$ cat config.mk
export PLATFORM = sky130hd
export DESIGN_NAME = fetch_stage
export DESIGN_NICKNAME = d
export VERILOG_FILES = /design/src/rtl/fetch_stage.sv
export SDC_FILE = /design/constraint.sdc
export NUM_CORES = 1
export LEC_CHECK = 0
export ABC_AREA = 1
export ABC_CLOCK_PERIOD_IN_PS = 2100
export CAP_MARGIN = 20
export CORE_MARGIN = 2
export CORE_UTILIZATION = 51
export DETAILED_ROUTE_END_ITERATION = 7
export PLACE_DENSITY = 0.84
export SLEW_MARGIN = 20
export SYNTH_ARGS = -nofsm -noshare
export SYNTH_HDL_FRONTEND = slang
export SYNTH_SLANG_ARGS = --single-unit
export TNS_END_PERCENT = 30
$ cat constraint.sdc
create_clock -name clk -period 2.1 [get_ports clk]
set_input_delay 0.21 -clock clk [delete_from_list [all_inputs] [get_ports clk]]
set_output_delay 0.21 -clock clk [all_outputs]
set_load 0.01 [all_outputs]
$ cat src/rtl/fetch_stage.sv
// Instruction-fetch stage: PC, variable-latency imem handshake, one-entry skid buffer
// and the IF/ID pipeline register that feeds the control decoder.
module fetch_stage #(
    parameter logic [31:0] RESET_PC = 32'h0000_0000
) (
    input  logic        clk,
    input  logic        reset,
    output logic        imem_req,
    output logic [31:0] imem_addr,
    input  logic        imem_ready,
    input  logic [31:0] imem_rdata,
    input  logic        stall,
    input  logic        redirect,
    input  logic [31:0] redirect_pc,
    output logic [31:0] if_id_inst,
    output logic [31:0] if_id_pc4,
    output logic        if_id_valid
);

    typedef enum logic [1:0] {
        BOOT,
        REQ,
        SKID,
        DRAIN
    } state_t;

    state_t      state;
    logic [31:0] pc;
    logic [31:0] pc_plus4;
    logic [31:0] skid_inst;
    logic [31:0] skid_pc4;

    assign pc_plus4  = pc + 32'd4;
    assign imem_req  = (state == REQ);
    assign imem_addr = pc;

    // Redirect outranks everything; a request still in flight must be drained before refetching.
    always_ff @(posedge clk) begin
        if (reset) begin
            state       <= BOOT;
            pc          <= RESET_PC;
            skid_inst   <= 32'h0;
            skid_pc4    <= 32'h0;
            if_id_inst  <= 32'h0;
            if_id_pc4   <= 32'h0;
            if_id_valid <= 1'b0;
        end else if (redirect) begin
            pc          <= redirect_pc & 32'hFFFF_FFFC;
            skid_inst   <= 32'h0;
            skid_pc4    <= 32'h0;
            if_id_inst  <= 32'h0;
            if_id_valid <= 1'b0;
            if ((state == REQ || state == DRAIN) && !imem_ready)
                state <= DRAIN;
            else
                state <= REQ;
        end else begin
            case (state)
                BOOT: begin
                    state <= REQ;
                end
                REQ: begin
                    if (imem_ready) begin
                        pc <= pc_plus4;
                        if (stall) begin
                            skid_inst <= imem_rdata;
                            skid_pc4  <= pc_plus4;
                            state     <= SKID;
                        end else begin
                            if_id_inst  <= imem_rdata;
                            if_id_pc4   <= pc_plus4;
                            if_id_valid <= 1'b1;
                        end
                    end else if (!stall) begin
                        if_id_inst  <= 32'h0;
                        if_id_valid <= 1'b0;
                    end
                end
                SKID: begin
                    if (!stall) begin
                        if_id_inst  <= skid_inst;
                        if_id_pc4   <= skid_pc4;
                        if_id_valid <= 1'b1;
                        state       <= REQ;
                    end
                end
                DRAIN: begin
                    if (imem_ready)
                        state <= REQ;
                end
                default: begin
                    state <= BOOT;
                end
            endcase
        end
    end

endmodule

==> out/results.ini <==
[global_routing]
antenna_found_initial=0
grt_max_degree=59
grt_overflow=0
grt_pass1_vias=6928
grt_pass1_wl_um=33700
grt_usage=0.283

[clock_network]
cts-resized-gates=0
cts.sink_count=157
cts_buffers=17
cts_hold_buffers=0
cts_tree=yes
clk_latency_ns=0.43
cts_setup_buffers=0
cts-root-buf=clkbuf_16
path_clk_slew_ns=0.06
clk_path_buf_depth=2
htree_levels=4

[power_and_ir_drop]
power_density_nw_per_um2=775
pwr-share-clk=0.401
power_frac_seq=0.434
p_comb_frac=0.165
switching_share=0.272
p_sw_mw=2.04
p_leak_nw=3.83
p_int_mw=5.47
vdd_drop_max_v=0.000577

[die]
rows=43
num_io_pins=167
die_h_um=124
initial_core_util=0.526
core_sq_um=13900
fp.dieArea_sq_um=15300
fp.dieW_um=124

[layout]
area_growth_pct=32.3
drive_gt1_frac=0.0735
fillers=1111
final_nets=1243
n_antenna_cell=0

[logic_synthesis]
synth_edf_count=0
synth_seq_area_share=0.429
synthFlopType=dfxtp_1
syn_area_sq_um=7330
ys_ff_latch=157
yosysWarnings=0
syn_avg_cell_area_sq_um=7.09
yosysUniqueCellTypes=32
async_flop_share=0
synthCells=1034

[sta]
fmax_mhz=514
tightest_slew_ns=0.633
rsz0062_at_grt=false
tns_ns=0
finalHoldViolations=0
finalCritPeriodShare=0.927
relSlewSlack=0.578
maxSlewViolCount=0
worst_hold_slack_ns=0.353
clock_skew_ns=0.0182
final.min_clock_period_ns=1.95
setup_violations=0

[place]
io_buffer_count=160
dp_hpwl_um=14300
gp_congestion=0.970

[detailed_routing]
drt-total-wl_um=21500
num_vias=7556
drc=0
viasPerCell=5.54
wl_per_cell_um=15.8
drtIter0Drc=724
drt_pass1_iterations=5
ant_nets=0

[critical_path]
critPathMostFrequentCell=nand3_1
cp_max_fo=5
path_buf_inv=0
required_ns=2.45
path_class=reg -> reg
critPathTopFamily=simple AND/OR/NAND/NOR gates
path_cells=ha_1 -> nand3_1 -> nor2_1 -> nand3_1 -> xor2_1 -> nand2_1 -> a21oi_1
crit_path_top_delay_cell=dfxtp_1
setup.worst_path.end_class=register
cpPeakStageDelay_ns=0.40
worst_ep_arrival_time_ns=2.30
critPathLaunchType=register

[run]
drv_cap=0

[hold_path]
hp-class=in -> reg

[run_status]
outcome=finished clean

[stage by stage]
| stage | util | instances | total power [mW] | instance area [sq um] | setup WS (ns) |
|---|---|---|---|---|---|
| after global routing | 0.696 | 1363 | 7.78 | 9700 | 0.0179 |
| after global placement | 0.654 | 1331 | 4.52 | 9110 | 0.285 |
| after floorplan | - | 1037 | 3.94 | 7340 | 0.465 |
| after detailed placement | 0.654 | 1331 | 4.54 | 9110 | 0.231 |
| after CTS | 0.696 | 1363 | 7.52 | 9700 | 0.178 |
| final | 0.696 | 1363 | 7.52 | 9700 | 0.154 |
[synth_stat cells, types with 8 or more instances]
| master | count | area [sq um] |
|---|---|---|
| nand3_1 | 52 | 260 |
| buf_2 | 22 | 110 |
| nor2_4 | 8 | 90.1 |
| clkbuf_1 | 41 | 154 |
| nor2_1 | 96 | 360 |
| dfxtp_1 | 157 | 3140 |
| inv_1 | 89 | 334 |
| o21bai_1 | 21 | 158 |
| nand2_1 | 205 | 769 |
| o21ai_0 | 115 | 576 |
| a21oi_1 | 148 | 741 |
| a31oi_1 | 19 | 119 |
[area by class of cell]
class	instances	area [sq um]	area share
clock buffers	23	498	0.0514
inverters	92	345	0.0356
multi-input cells	717	3550	0.366
well taps	180	225	0.0232
flip-flops and latches	157	3140	0.324
repair buffers	185	1850	0.191
clock inverters	9	85.1	0.00877
[flip-flops by register name, summed over array words and instances, names as in the netlist]
| name | cells |
|---|---|
| if_id_inst | 32 |
| skid_inst | 32 |
| if_id_pc4 | 30 |
| imem_addr | 30 |
| skid_pc4 | 30 |
| state | 2 |
| if_id_valid | 1 |
[metal layers]
layer,GRT usage,part of all wire,vias up
li1,-,-,3650
met3,0.0600,0.081,54
met5,0,0,-
met2,0.465,0.47,376
met4,0.121,0.035,0
met1,0.359,0.41,3476
[power groups by stage]
stage	clock (mW)	combinational, mW	sequential, mW
final	3.02	1.24	3.26
after global routing	3.15	1.36	3.28
after CTS	3.03	1.23	3.26
after detailed placement	0	1.22	3.32
after global placement	0	1.20	3.32
after floorplan	0	0.595	3.35
[layout by cell type, fill, tap and decap left out, drive strengths merged]
cell type      count
xor2              10
a211oi             3
o21bai            21
nand2            212
nand3             52
clkinvlp           3
xnor2              5
buf               25
nor2             109
a21o               2
clkinv             7
a21oi            148
o21ai            116
a31oi             19
dfxtp            157
clkbuf            23
conb               4
bufinv             1
nand4              1
inv               90
ha                 4
a22o               6
and2               3
clkdlybuf4s50    160
o21a               2
[cells by family (layout without fill, tap and decap cells)]
group	Yosys count	after routing	share of synthesized area
buffers and inverters	163	309	0.0908
xor gates and xnor gates	15	15	0.0241
other	1	4	0.000512
and+or+nand+nor	377	377	0.216
AOI/OAI and AO/OA	317	317	0.233
adders and majority gates	4	4	0.00683
DFF	157	157	0.429
[path summary, 6_finish.rpt]
path / start / end / slack [ns] / cells after the start
max: imem_addr[2]$_SDFFE_PP0P_ / imem_addr[16]$_SDFFE_PP0P_ / 0.15 / 7
min: imem_rdata[16] / skid_inst[16]$_SDFFE_PP0P_ / 0.35 / 3
max reg2reg: imem_addr[2]$_SDFFE_PP0P_ / imem_addr[16]$_SDFFE_PP0P_ / 0.15 / 7
min reg2reg: skid_inst[3]$_SDFFE_PP0P_ / skid_inst[3]$_SDFFE_PP0P_ / 0.45 / 2
[worst reg2reg max path, cell delays in order, from the launching register on]
cell and delay (ns):
dfxtp_1 0.40, ha_1 0.23, nand3_1 0.12, nor2_1 0.23, nand3_1 0.26, xor2_1 0.40
nand2_1 0.09, a21oi_1 0.13
No activity file was read; power rests on OpenSTA's default activity.
